--- config.mk ---
export PLATFORM = sky130hd
export DESIGN_NAME = key_mode_ctrl
export DESIGN_NICKNAME = d
export VERILOG_FILES = /design/src/rtl/key_mode_pkg.sv /design/src/rtl/key_debounce.sv /design/src/rtl/key_mode_ctrl.sv
export SDC_FILE = /design/constraint.sdc
export NUM_CORES = 1
export LEC_CHECK = 0
export ABC_CLOCK_PERIOD_IN_PS = 2900
export CAP_MARGIN = 5
export CORE_MARGIN = 5
export CORE_UTILIZATION = 30
export CTS_CLUSTER_SIZE = 20
export DETAILED_ROUTE_END_ITERATION = 12
export HOLD_SLACK_MARGIN = 0.12
export PLACE_DENSITY = 0.52
export SETUP_SLACK_MARGIN = 0.4
export SYNTH_ARGS = -nofsm -noshare
export SYNTH_HDL_FRONTEND = slang
export SYNTH_HIERARCHICAL = 1
export SYNTH_SLANG_ARGS = --single-unit
--- constraint.sdc ---
create_clock -name CLK -period 2.9 [get_ports CLK]
set_clock_uncertainty 0.1 [all_clocks]
set_input_delay 0.29 -clock CLK [delete_from_list [all_inputs] [get_ports CLK]]
set_output_delay 0.29 -clock CLK [all_outputs]
set_load 0.005 [all_outputs]
--- src/rtl/key_mode_pkg.sv ---
// Shared constants and mode encoding for the key-driven LED mode controller.
package key_mode_pkg;

  localparam int CNT_W  = 20;
  localparam int HALF_W = 24;

  // Defaults assume a 50 MHz CLK.
  localparam logic [CNT_W-1:0]  T20MS_DEF     = 20'd999_999;
  localparam logic [HALF_W-1:0] HALF_SLOW_DEF = 24'd12_499_999;
  localparam logic [HALF_W-1:0] HALF_FAST_DEF = 24'd2_499_999;

  typedef enum logic [1:0] {
    MODE_OFF  = 2'd0,
    MODE_SLOW = 2'd1,
    MODE_FAST = 2'd2,
    MODE_ON   = 2'd3
  } mode_t;

endpackage

--- src/rtl/key_debounce.sv ---
// Two-flop synchroniser and debouncer for an active-low push-button.
// KEY_PRESS is a combinational strobe that is high during the cycle whose
// closing edge accepts a new low level. The parent registers it, so that the
// pulse, the accepted level and any state depending on it all change on the
// same edge.
module key_debounce
  import key_mode_pkg::*;
#(
  parameter logic [CNT_W-1:0] T20MS = T20MS_DEF
) (
  input  logic CLK,
  input  logic RST_N,
  input  logic KEY_IN,
  output logic KEY_STABLE,
  output logic KEY_PRESS
);

  logic             s1;
  logic             s2;
  logic             stable;
  logic [CNT_W-1:0] cnt;

  // Bring the asynchronous key into the CLK domain; idle level is released (1).
  always_ff @(posedge CLK or negedge RST_N) begin
    if (!RST_N) begin
      s1 <= 1'b1;
      s2 <= 1'b1;
    end else begin
      s1 <= KEY_IN;
      s2 <= s1;
    end
  end

  // A new level is accepted only after T20MS+1 consecutive differing samples;
  // any sample that matches the stable level restarts the window.
  always_ff @(posedge CLK or negedge RST_N) begin
    if (!RST_N) begin
      stable <= 1'b1;
      cnt    <= '0;
    end else if (s2 == stable) begin
      cnt <= '0;
    end else if (cnt == T20MS) begin
      stable <= s2;
      cnt    <= '0;
    end else begin
      cnt <= cnt + 1'b1;
    end
  end

  assign KEY_STABLE = stable;
  assign KEY_PRESS  = stable & ~s2 & (cnt == T20MS);

endmodule

--- src/rtl/key_mode_ctrl.sv ---
// Key-driven mode controller for the LED flasher: each debounced press
// steps OFF -> SLOW -> FAST -> ON -> OFF, and the mode is decoded into
// registered flasher controls that change only when the mode changes.
module key_mode_ctrl
  import key_mode_pkg::*;
#(
  parameter logic [CNT_W-1:0]  T20MS     = T20MS_DEF,
  parameter logic [HALF_W-1:0] HALF_SLOW = HALF_SLOW_DEF,
  parameter logic [HALF_W-1:0] HALF_FAST = HALF_FAST_DEF
) (
  input  logic              CLK,
  input  logic              RST_N,
  input  logic              KEY_IN,
  output logic              KEY_PRESS,
  output logic [1:0]        MODE,
  output logic              FLASH_EN,
  output logic [HALF_W-1:0] HALF_PERIOD,
  output logic              LED_FORCE
);

  logic  key_stable;
  logic  press_strobe;
  logic  press_evt;
  mode_t mode_q;

  key_debounce #(
    .T20MS (T20MS)
  ) u_debounce (
    .CLK        (CLK),
    .RST_N      (RST_N),
    .KEY_IN     (KEY_IN),
    .KEY_STABLE (key_stable),
    .KEY_PRESS  (press_strobe)
  );

  // A press can only be accepted while the key is still seen as released;
  // this keeps a stray strobe from ever firing on the release side.
  assign press_evt = press_strobe & key_stable;

  // Mode FSM with registered decode: outputs are loaded from the next mode
  // on the same edge the mode advances, so they never glitch.
  always_ff @(posedge CLK or negedge RST_N) begin
    if (!RST_N) begin
      mode_q      <= MODE_OFF;
      KEY_PRESS   <= 1'b0;
      FLASH_EN    <= 1'b0;
      LED_FORCE   <= 1'b0;
      HALF_PERIOD <= HALF_FAST;
    end else begin
      KEY_PRESS <= press_evt;
      if (press_evt) begin
        case (mode_q)
          MODE_OFF: begin
            mode_q      <= MODE_SLOW;
            FLASH_EN    <= 1'b1;
            LED_FORCE   <= 1'b0;
            HALF_PERIOD <= HALF_SLOW;
          end
          MODE_SLOW: begin
            mode_q      <= MODE_FAST;
            FLASH_EN    <= 1'b1;
            LED_FORCE   <= 1'b0;
            HALF_PERIOD <= HALF_FAST;
          end
          MODE_FAST: begin
            mode_q      <= MODE_ON;
            FLASH_EN    <= 1'b0;
            LED_FORCE   <= 1'b1;
            HALF_PERIOD <= HALF_FAST;
          end
          default: begin
            mode_q      <= MODE_OFF;
            FLASH_EN    <= 1'b0;
            LED_FORCE   <= 1'b0;
            HALF_PERIOD <= HALF_FAST;
          end
        endcase
      end
    end
  end

  // The FSM state itself is the visible mode.
  assign MODE = mode_q;

endmodule

* Yosys cells after proc, flatten, opt, wreduce, memory -nomap -nowiden
Index checks and enable logic that the tools add are counted.
** Cells by class
- Add/sub/neg operators :: 1
- Multipliers :: 0
- Divide/modulo/power cells :: 0
- Magnitude comparators :: 0
- Equality and inequality tests :: 4
- Shift operators :: 0
- Muxes and demuxes :: 6
- Bitwise operators :: 5
- Reductions and logical operators :: 3
** Operators by type and width (number)
- 20-bit 2-to-1 mux :: 2
- 24-bit 2-to-1 mux :: 1
- 20-bit by 1-bit adder with 20-bit output, second input constant :: 1
- 20-bit equality test, second input constant :: 1
- 2-bit case mux with 3 select lines :: 1
- 1-bit bitwise AND :: 3
- 2-bit by 1-bit equality test with 1-bit output, second input constant :: 1
- 2-bit equality test, second input constant :: 1
- 2-bit logical NOT :: 1
- 1-bit 2-to-1 mux :: 2
- 1-bit NOT :: 2
- 2-bit AND reduction :: 1
- 2-bit OR reduction :: 1
- 1-bit equality test :: 1
** Word-level totals
- Register bits :: 52
- Bits in latches :: 0
- Bits in writable memories :: 0
- Bits in read-only memories :: 0
- Input bits :: 3
- Output and inout bits :: 29
- Memories :: 0

* Logic depth before layout (Yosys ltp)
Gate-level depths: netlist of run 1.
- Depth in word-level cells :: 4
- Depth in mapped cells :: 7
- Mapped depth without buffers :: 7

* By module
Netlist of run 1, hierarchy kept.
** By module, submodules not included
- key_debounce :: instances 1, cells an instance 109, area each 1152.4 um2
- key_mode_ctrl :: instances 1, cells an instance 49, area each 509.2 um2

* Worst setup path after synthesis of run 1
OpenSTA, ideal clock, no wires.
- Path kind :: reg-to-reg
- From :: register u_debounce.cnt[0]
- To :: register HALF_PERIOD[20]
- Arrival :: 1.892 ns
- Setup slack :: 0.783 ns
- Stages on the path, launching flop included :: 8
- Path buffers :: 0
- Period minus slack after synthesis :: 2.117 ns
- Path through :: dfrtp_1 > ha_1 > nand2_1 > or4_4 > nor2_1 > and2_1 > nand2_4 > mux2_4
** Between the ends
- Cells in the longest elaborated chain, start to end :: 3
** RTL lines
- start: declaration :: line key_debounce.sv:21 : logic [CNT_W-1:0] cnt;
- start signal: assignment :: line key_debounce.sv:46 : cnt <= cnt + 1'b1;
- 20-bit equality test :: line key_debounce.sv:51 : assign KEY_PRESS = stable & ~s2 & (cnt == T20MS);
- 1-bit bitwise AND :: line key_debounce.sv:51
- named net press_strobe :: line key_mode_ctrl.sv:22 : logic press_strobe;
- 1-bit bitwise AND :: line key_mode_ctrl.sv:38 : assign press_evt = press_strobe & key_stable;
- end signal: assignment :: line key_mode_ctrl.sv:48 : HALF_PERIOD <= HALF_FAST;
- end signal: assignment :: line key_mode_ctrl.sv:57 : HALF_PERIOD <= HALF_SLOW;
- end signal: assignment :: line key_mode_ctrl.sv:63 : HALF_PERIOD <= HALF_FAST;
- end: declaration :: line key_mode_ctrl.sv:17 : output logic [HALF_W-1:0] HALF_PERIOD,
The timed path passes the listed nets, and every way through them passes these cells.
A chain may end at the register's enable or synchronous reset.

* Final worst setup path of run 1
Ends and elaborated chain as after synthesis.

==> summary.txt, run 1 <==
Global routing
  • Total gr overflow: 0
  • Met1 Usage GRT: 11.3%
  • Met2 GRT Util: 14.3%
  • Initial antenna violation count: 0
  • GRT Util Overall: 8.89%
  • Number of global-route vias before repair: 1076
  • Met3 usage: 2.36%
  • Most Used Layer, Global Route: met2
  • Largest net degree at the start of global routing: 31
  • First-pass GRT wire length: 5100 µm

Power and ir drop
  • Internal power: 0.000690 W
  • Seq pwr share: 49.6%
  • Part of the power in the clock network: 47.0%
  • Switching share of power: 20.2%
  • Switching power: 0.000175 W
  • Power Dens Cells: 457 nW/µm²
  • Static Leakage: 0.824 nW
  • VDD IR max: 0.260 mV
  • Logic pwr share: 3.4%

Die
  • Die ar.: 7130 µm²
  • Core box area: 5440 µm²
  • DIE HEIGHT: 84.4 µm
  • # IOs: 32
  • Rows: 27
  • Initial Util: 30.5%
  • Die Wd: 84.4 µm

Run
  • Max-cap violations: 0

Worst setup path
  • Crit path required time: 2.96 ns
  • Startpoint Class: flop
  • Setup crit end kind: flop
  • Critical path class: flop to flop
  • Crit path arrival time: 2.30 ns
  • Max FO, Critical Path: 6

Timing
  • Hold Violations, Final: 0
  • Hold Slack: 0.257 ns
  • Final critical-path required period: 2.24 ns
  • # setup viols final: 0
  • Unrepaired setup endpoints after global routing: false
  • Max Slew Vio Count: 0
  • Fin Setup TNS: 0 ns
  • F_max: 446 MHz
  • Final period utilization: 77.3%

Synth
  • Synth Cell Area: 1660 µm²
  • Most area-consuming cells after synthesis: dfrtp_1 39%, buf_4 9.9%, dfstp_2 6.3%
  • Post-synth top flop: dfrtp_1
  • Post-synth EDFFs: 0
  • Share of the synthesized area in the top cell type: 39.2%
  • Synth Area per Inst: 10.5 µm²
  • #FFs+latches synth: 30
  • Asr flop ratio synth: 100%
  • Most frequent cells after synthesis: 26 x dfrtp_1, 22 x buf_4, 19 x nor2_1, 8 x inv_1, 7 x xnor2_1
  • Ys Warns: 6
  • Cells after Synth: 158
  • Register area share after synthesis: 45.5%
  • Yosys top cell by area: dfrtp_1
  • Top-count cell post-synth: dfrtp_1
  • Netlist cell types: 37

Layout
  • Nets@finish: 181
  • Layout cell share with drive strength beyond 1: 12.1%
  • N_diodes: 0
  • Area grow syn2layout: 13.9%
  • Fin area: 1890 µm²
  • FF+latch area: 756 µm²
  • Multi-input logic area: 752 µm²
  • Filler cells: 549

Clock network
  • TritonCTS clock tree: yes
  • Worst-path clk slew: 0.06 ns
  • Root buf cell: clkbuf_8
  • Hold Buf Count CTS: 0
  • Resized Gates After CTS: 0
  • CTS buffer count: 5
  • Sink Count: 30
  • Clk buf depth: 2
  • Latest clock arrival within the worst-skew pair: 0.27 ns
  • Total setup buffers inserted after CTS: 0
  • H-tree levels: 2

Placement
  • Detail Placement HPWL: 2050 µm
  • Placed cell areas: 1790 µm²
  • GP Congestion: 0.707
  • Port buffer count: 15

Drt
  • Routed WL: 2890 µm
  • TritonRoute pass-1 iters: 4
  • Routed vias/inst: 4.37
  • DRC viols: 0
  • Iteration-0 DRC count of the detailed router: 58
  • Drt wl/cell: 11.8 µm
  • Antenna viol nets, final: 0
  • Routed vias: 1071

Min path
  • Worst Hold Class: flop to flop

Status
  • Outcome: completed
worst max-delay path, stage by stage (launching register included):
cell	delay, ns
dfrtp_1	0.38
ha_1	0.23
nand2_1	0.09
or4_4	0.56
nor2_1	0.13
and2_1	0.22
nand2_4	0.11
mux2_4	0.30
path summary, 6_finish.rpt:
| path | startpoint | end | slack, ns | cells past startpoint |
|---|---|---|---|---|
| max in group asynchronous | RST_N | HALF_PERIOD[8] | 2.09 | 2 |
| worst min register to register | u_debounce/s1 | u_debounce/s2 | 0.26 | 0 |
| worst min-delay path | u_debounce/s1 | u_debounce/s2 | 0.26 | 0 |
| worst max register to register | u_debounce/cnt[0] | HALF_PERIOD[20] | 0.66 | 7 |
| worst max-delay path | u_debounce/cnt[0] | HALF_PERIOD[20] | 0.66 | 7 |
| min in group asynchronous | RST_N | u_debounce/cnt[9] | 0.30 | 2 |
placed cells by master, fill, tap and decap left out, types with 2 or more instances in the layout:
cell type,netlist,layout
dfrtp_1,26,26
nor2_1,19,19
conb_1,2,16
clkdlybuf4s50_1,0,15
inv_1,8,8
xnor2_1,7,7
a21oi_1,6,6
ha_1,6,6
nand2_1,6,6
nand3_1,6,6
xor2_1,6,6
clkbuf_8,0,5
dfstp_2,4,4
mux2i_1,3,3
mux2_4,3,3
nor4_1,3,3
o31ai_1,3,3
or4_1,3,3
nor3_1,3,3
clkbuf_1,0,2
nand4_1,2,2
and4_1,2,2
and3_1,2,2
flip-flops by register name, indices dropped and copies added (netlist names):
signal,count
FLASH_EN,1
HALF_PERIOD,2
KEY_PRESS,1
LED_FORCE,1
MODE,2
u_debounce/KEY_STABLE,1
u_debounce/cnt,20
u_debounce/s1,1
u_debounce/s2,1
cells by family (layout without fill, tap and decap cells):
| group | after synthesis | after routing | synth area share (%) |
|---|---|---|---|
| AOI/OAI and AO/OA | 12 | 12 | 4.97 |
| adders and majority gates | 6 | 6 | 4.52 |
| muxes | 7 | 7 | 5.20 |
| buffers and inverters | 31 | 32 | 12.4 |
| and+or+nand+nor | 57 | 57 | 20.1 |
| xor gates and xnor gates | 13 | 13 | 6.85 |
| DFF | 30 | 30 | 45.5 |
| other | 2 | 16 | 0.452 |
power groups by stage:
stage	logic (W)	registers, W	clock network [W]
5_1_grt	0.0000353	0.000428	0.000449
2_1_floorplan	0.0000324	0.000435	0
3_5_place_dp	0.0000305	0.000436	0
3_3_place_gp	0.0000308	0.000436	0
6_report	0.0000296	0.000428	0.000406
4_1_cts	0.0000307	0.000428	0.000426
per-layer routing:
metal / up-vias / part of all wire (%)
met2: 20 / 48
met1: 522 / 47
met5: - / 0
li1: 527 / -
met4: 0 / 1.2
met3: 2 / 4.0
per-stage QoR:
stage                     setup WS (ns)  util (%)  std cells  total power, W
after floorplan                   0.783         -        172        0.000468
after global placement            0.708      32.8        237        0.000466
after detailed placement          0.665      32.8        237        0.000466
after CTS                         0.656      34.8        245        0.000885
after global routing              0.551      34.8        245        0.000913
final                             0.660      34.8        245        0.000864
final cells by class:
cell class                      instances  share of cell area [%]
Tap cell                               72                    4.76
Inverter                                8                    1.59
Clock inverter                          1                    1.59
Clock buffer                            7                    4.03
Sequential cell                        30                    39.9
Multi-Input combinational cell        111                    39.7
Timing Repair Buffer                   16                    8.33
No activity file was read; power rests on OpenSTA's default activity.
==> run 2: changes to the inputs <==
--- a/config.mk
+++ b/config.mk
@@ -5,7 +5,7 @@
 export SDC_FILE = /design/constraint.sdc
 export NUM_CORES = 1
 export LEC_CHECK = 0
-export ABC_CLOCK_PERIOD_IN_PS = 2900
+export ABC_CLOCK_PERIOD_IN_PS = 2300
 export CAP_MARGIN = 5
 export CORE_MARGIN = 5
 export CORE_UTILIZATION = 30
==> constraint.sdc (replaced) <==
create_clock -name CLK -period 2.3 [get_ports CLK]
set_clock_uncertainty 0.1 [all_clocks]
set_input_delay 0.23 -clock CLK [delete_from_list [all_inputs] [get_ports CLK]]
set_output_delay 0.23 -clock CLK [all_outputs]
set_load 0.005 [all_outputs]
==> run 2 against run 1 <==
  * Via count rose by 3.0%
  * Core utilization up 3.0 points
  * Setup slack lost 0.34 ns
  * Die area unchanged
  * Clock power up 6.4%
  * Final cell count up 6.1%
  * Critical path type unchanged
  * Critical endpoint is now MODE[1]
  * Largest cell class is now multi-input combinational cells
==> summary.txt, run 2 (synthesis results as in run 1) <==
Status
  • Outcome: completed

Worst setup path
  • Crit path arrival time: 2.05 ns (-0.25 ns)
  • Setup crit end kind: flop
  • Crit path required time: 2.37 ns (-0.59 ns)
  • Worst R2R Path Depth: 6 (-1)
  • Max FO, Critical Path: 6 (unchanged)
  • Critical path class: flop to flop
  • Startpoint Class: flop

Placement
  • Port buffer count: 15 (unchanged)
  • GP Congestion: 0.729 (+3.0%)
  • Detail Placement HPWL: 2060 µm (+0.33%)

Power and ir drop
  • Switching share of power: 22.1% (+1.9 points)
  • Internal power: 0.000797 W (+16%)
  • Switching power: 0.000226 W (+30%)
  • Logic pwr share: 4.9% (+1.5 points)
  • Part of the power in the clock network: 42.2% (-4.8 points)
  • Static Leakage: 0.902 nW (+9.5%)
  • VDD IR max: 0.238 mV (-8.5%)
  • Seq pwr share: 52.9% (+3.3 points)
  • Power Dens Cells: 497 nW/µm² (+8.9%)

Die
  • Core box area: 5440 µm² (unchanged)
  • Initial Util: 30.5% (unchanged)
  • Rows: 27 (unchanged)
  • Die ar.: 7130 µm² (unchanged)
  • DIE HEIGHT: 84.4 µm (unchanged)
  • # IOs: 32 (unchanged)
  • Die Wd: 84.4 µm (unchanged)

Clock network
  • TritonCTS clock tree: yes
  • Hold Buf Count CTS: 0 (unchanged)
  • Worst-path clk slew: 0.06 ns (about the same)
  • Latest clock arrival within the worst-skew pair: 0.28 ns (about the same)
  • CTS buffer count: 5 (unchanged)
  • Sink Count: 30 (unchanged)
  • Clk buf depth: 2 (unchanged)
  • Root buf cell: clkbuf_8
  • H-tree levels: 2 (unchanged)

Timing
  • Max Slew Vio Count: 0 (unchanged)
  • Fin Setup TNS: 0 ns (unchanged)
  • Final period utilization: 86.3% (+9.0 points)
  • # setup viols final: 0 (unchanged)
  • F_max: 504 MHz (+13%)
  • Final critical-path required period: 1.98 ns (-0.256 ns)
  • Unrepaired setup endpoints after global routing: true
  • Hold Violations, Final: 0 (unchanged)

Drt
  • Routed WL: 3010 µm (+4.0%)
  • Drt wl/cell: 11.6 µm (-2.0%)
  • Routed vias/inst: 4.24 (-3.0%)
  • DRC viols: 0 (unchanged)
  • Routed vias: 1103 (+3.0%)
  • Antenna viol nets, final: 0 (unchanged)
  • TritonRoute pass-1 iters: 4 (unchanged)
  • Iteration-0 DRC count of the detailed router: 58 (unchanged)

Layout
  • Commonest non-fill, non-tap cell in the layout: dfrtp_1
  • Area grow syn2layout: 23.8%
  • N_diodes: 0 (unchanged)
  • Nets@finish: 196 (+8.3%)
  • Most frequent cells in the layout: 24 x dfrtp_1, 18 x nor2_1, 16 x conb_1, 15 x clkdlybuf4s50_1, 15 x buf_4
  • Biggest register: u_debounce/cnt
  • Largest register FFs: 20 (unchanged)
  • Filler cells: 544 (-0.91%)
  • Layout cell share with drive strength beyond 1: 23.4% (+11 points)
  • Util after Layout: 37.8% (+3.0 points)

Run
  • Max-cap violations: 0 (unchanged)

Global routing
  • Number of global-route vias before repair: 1105 (+2.7%)
  • Total gr overflow: 0 (unchanged)
  • GRT Util Overall: 9.26% (+0.37 points)
  • First-pass GRT wire length: 5240 µm (+2.8%)
  • Largest net degree at the start of global routing: 31 (unchanged)
  • Initial antenna violation count: 0 (unchanged)

Min path
  • Worst Hold Class: primary input to asynchronous set/reset pin
==> run 2: critical path, cell delays in order (launching register included) <==
cell and delay [ns]:
dfrtp_1 0.38, nand3b_1 0.18, or4_4 0.56, nor2_4 0.11, and2_4 0.19, nand2_8 0.07
mux2_4 0.29
==> run 2: layer usage <==
layer / share of wire [%] / track usage, % / vias to the layer above / wire, µm
met5: 0 / 0 / - / 0
met4: 2.3 / 4.32 / 0 / 70
met3: 4.2 / 2.94 / 5 / 127
met2: 47 / 13.8 / 19 / 1410
met1: 46 / 12.2 / 519 / 1390
li1: - / - / 560 / -
==> run 2: metrics by stage <==
| step | hold WS [ns] | area [µm²] | power [W] | std cells | setup WS, ns |
|---|---|---|---|---|---|
| after floorplan | -0.166 | 1720 | 0.000590 | 172 | 0.313 |
| after global placement | 0.246 | 1800 | 0.000589 | 238 | 0.245 |
| after detailed placement | 0.248 | 1800 | 0.000589 | 238 | 0.216 |
| after CTS | 0.250 | 2000 | 0.00104 | 256 | 0.346 |
| after global routing | 0.240 | 2060 | 0.00108 | 260 | 0.259 |
| final | 0.235 | 2060 | 0.00102 | 260 | 0.316 |
==> run 2: area by class of cell <==
type                       count  area (µm²)  share of cell area, %
clock buffer                   7        86.3                   4.20
timing repair buffer          31         283                   13.7
sequential                    30         758                   36.9
tap                           72        90.1                   4.38
inverter                       8        30.0                   1.46
clock inverter                 1        5.00                  0.243
multi-input combinational    111         805                   39.1
==> run 2: power by group through the flow <==
stage	Sequential, W	Combinational, W	Clock (W)
floorplan	0.000549	0.0000412	0
global placement	0.000550	0.0000398	0
detailed placement	0.000550	0.0000390	0
CTS	0.000541	0.0000472	0.000450
global route	0.000542	0.0000579	0.000478
finish	0.000542	0.0000497	0.000432
==> run 2: what timing repair did <==
action	CTS	global route
resized for setup	3	6
buffers inserted	10	4
pin swaps	1	0
setup endpoints to repair	25	11
==> run 2: final timing paths <==
path,start,endpoint,slack (ns)
setup / recovery,u_debounce/cnt[13],MODE[1],0.32
hold / removal,RST_N,u_debounce/cnt[17],0.24
setup reg to reg,u_debounce/cnt[13],MODE[1],0.32
hold reg to reg,u_debounce/s1,u_debounce/s2,0.26
max in group asynchronous,RST_N,u_debounce/KEY_STABLE,1.55
min in group CLK,KEY_IN,u_debounce/s1,0.25
==> run 3: changes to the inputs <==
--- a/config.mk
+++ b/config.mk
@@ -8,11 +8,11 @@
 export ABC_CLOCK_PERIOD_IN_PS = 2300
 export CAP_MARGIN = 5
 export CORE_MARGIN = 5
-export CORE_UTILIZATION = 30
+export CORE_UTILIZATION = 51
 export CTS_CLUSTER_SIZE = 20
 export DETAILED_ROUTE_END_ITERATION = 12
 export HOLD_SLACK_MARGIN = 0.12
-export PLACE_DENSITY = 0.52
+export PLACE_DENSITY = 0.8
 export SETUP_SLACK_MARGIN = 0.4
 export SYNTH_ARGS = -nofsm -noshare
 export SYNTH_HDL_FRONTEND = slang
==> run 3 against run 2 <==
  * Global-route usage is 8.0 points higher
  * Wire length rose by 19%
  * Clock power down 22%
  * Maximum frequency is 2.9% lower
  * Critical endpoint is now HALF_PERIOD[20]
  * Largest power group unchanged
==> summary.txt, run 3 (synthesis results as in run 1) <==
Timing
  • Hold Violations, Final: 0 (unchanged)
  • Final critical-path required period: 2.04 ns (+0.0594 ns)
  • # setup viols final: 0 (unchanged)
  • Hold Slack: 0.168 ns (-0.0676 ns)
  • F_max: 489 MHz (-2.9%)
  • Unrepaired setup endpoints after global routing: true
  • Max Slew Vio Count: 0 (unchanged)
  • Fin Setup TNS: 0 ns (unchanged)
  • Final period utilization: 88.9% (+2.6 points)

Drt
  • Routed WL: 3560 µm (+19%)
  • Drt wl/cell: 14.8 µm (+28%)
  • Routed vias: 1260 (+14%)
  • Metal1 wirelength: 1430 µm (+2.7%)
  • Met3 WL: 240 µm (+89%)
  • Antenna viol nets, final: 0 (unchanged)
  • DRC viols: 0 (unchanged)
  • TritonRoute pass-1 iters: 4 (unchanged)
  • Iteration-0 DRC count of the detailed router: 26 (-55%)
  • Routed vias/inst: 5.25 (+24%)
  • DR top layer: met4
  • WL met2: 1820 µm (+29%)

Global routing
  • Number of global-route vias before repair: 1294 (+17%)
  • Total gr overflow: 0 (unchanged)
  • Largest net degree at the start of global routing: 31 (unchanged)
  • GRT Util Overall: 17.3% (+8.0 points)
  • First-pass GRT wire length: 5730 µm (+9.2%)
  • Initial antenna violation count: 0 (unchanged)

Clock network
  • Latest clock arrival within the worst-skew pair: 0.34 ns (+0.06 ns)
  • Root buf cell: clkbuf_4
  • TritonCTS clock tree: yes
  • Worst-path clk slew: 0.11 ns (+0.05 ns)
  • Sink Count: 30 (unchanged)
  • Clk buf depth: 2 (unchanged)
  • CTS buffer count: 5 (unchanged)
  • H-tree levels: 2 (unchanged)

Worst setup path
  • Startpoint Class: flop
  • Crit path arrival time: 2.17 ns (+0.12 ns)
  • Crit-path cells: ha_4 > nand2_2 > or4_4 > nor2_4 > and2_4 > nand2_8 > mux2_4
  • Setup crit end kind: flop
  • Crit path required time: 2.43 ns (+0.06 ns)
  • Critical path class: flop to flop
  • Highest-delay cell along the critical path: or4_4
  • CP max stage delay: 0.54 ns (-0.02 ns)
  • Max FO, Critical Path: 6 (unchanged)
  • Crit path max-delay family: simple AND/OR/NAND/NOR gates
  • CP bufs+invs: 0 (unchanged)

Power and ir drop
  • Static Leakage: 0.933 nW (+3.5%)
  • Power Dens Cells: 453 nW/µm² (-9.0%)
  • VDD IR max: 0.395 mV (+66%)

Layout
  • Filler cells: 231 (-58%)
  • Most frequent cells in the layout: 25 x dfrtp_1, 21 x buf_4, 18 x nor2_1, 16 x conb_1, 15 x clkdlybuf4s50_1
  • Multi-input logic area: 815 µm² (+1.2%)
  • Layout cell share with drive strength beyond 1: 27.0% (+3.6 points)
  • FF+latch area: 757 µm² (-0.16%)
  • Nets@finish: 204 (+4.1%)
  • N_diodes: 0 (unchanged)
  • Commonest non-fill, non-tap cell in the layout: dfrtp_1
  • Largest register FFs: 20 (unchanged)
  • Biggest register: u_debounce/cnt
  • Area grow syn2layout: 24.1%

Status
  • Outcome: completed

Die
  • Die Wd: 67.1 µm (-21%)
  • # IOs: 32 (unchanged)
  • Initial Util: 54.0% (+23 points)
  • Rows: 20 (-26%)
  • Die ar.: 4500 µm² (-37%)
  • DIE HEIGHT: 67.1 µm (-21%)
  • Core box area: 3080 µm² (-43%)

Run
  • Max-cap violations: 0 (unchanged)

Placement
  • Detail Placement HPWL: 2210 µm (+7.6%)
  • Port buffer count: 15 (unchanged)
  • GP Congestion: 0.868 (+19%)

Min path
  • Worst Hold Class: primary input to asynchronous set/reset pin
==> run 3: changes by cell type in the layout (fill, tap and decap cells not counted), moves of 3 or more <==
| cell | change |
|---|---|
| buf_6 | +3 |
| buf_4 | +6 |
| clkbuf_4 | +5 |
| clkbuf_8 | -5 |
==> run 3: final cells by class <==
| type | count | share of cell area [%] |
|---|---|---|
| tap | 44 | 2.67 |
| multi-input combinational | 111 | 39.5 |
| timing repair buffer | 39 | 16.6 |
| inverter | 8 | 1.46 |
| clock inverter | 2 | 0.607 |
| sequential | 30 | 36.7 |
| clock buffer | 6 | 2.49 |
==> run 3: power by group <==
part | internal (W) | switching [W] | total [W]
clock network | 0.000147 | 0.000191 | 0.000337
registers | 0.000535 | 0.00000625 | 0.000541
logic | 0.0000231 | 0.0000319 | 0.0000550
total | 0.000705 | 0.000229 | 0.000933
==> run 3: final timing paths <==
kind | start | endpoint | slack [ns] | cells after the start
max reg2reg | u_debounce/cnt[0] | HALF_PERIOD[20] | 0.26 | 7
max in group asynchronous | RST_N | u_debounce/s2 | 1.62 | 2
max | u_debounce/cnt[0] | HALF_PERIOD[20] | 0.26 | 7
min | RST_N | u_debounce/cnt[14] | 0.17 | 2
min in group CLK | KEY_IN | u_debounce/s1 | 0.20 | 1
min reg2reg | u_debounce/s1 | u_debounce/s2 | 0.26 | 0
==> run 3: metrics by stage <==
step / power, W / area [µm²] / util [%] / setup WS (ns) / instances
floorplan: 0.000590 / 1720 / - / 0.313 / 172
global placement: 0.000586 / 1760 / 57.1 / 0.265 / 209
detailed placement: 0.000588 / 1760 / 57.1 / 0.210 / 209
CTS: 0.000939 / 2010 / 65.4 / 0.283 / 238
global route: 0.000973 / 2060 / 67.0 / 0.218 / 240
finish: 0.000933 / 2060 / 67.0 / 0.256 / 240
==> run 3: layer usage <==
layer / vias to the layer above / GRT usage (%)
met4: 0 / 7.59
met1: 622 / 18.9
met5: - / 0
li1: 574 / -
met3: 10 / 5.73
met2: 54 / 30.1
==> run 3: timing repair <==
item,in CTS,in global routing
gates resized for setup,8,4
setup endpoints to repair,25,28
hold buffers,0,0
pin swaps,5,1
buffers inserted,21,2
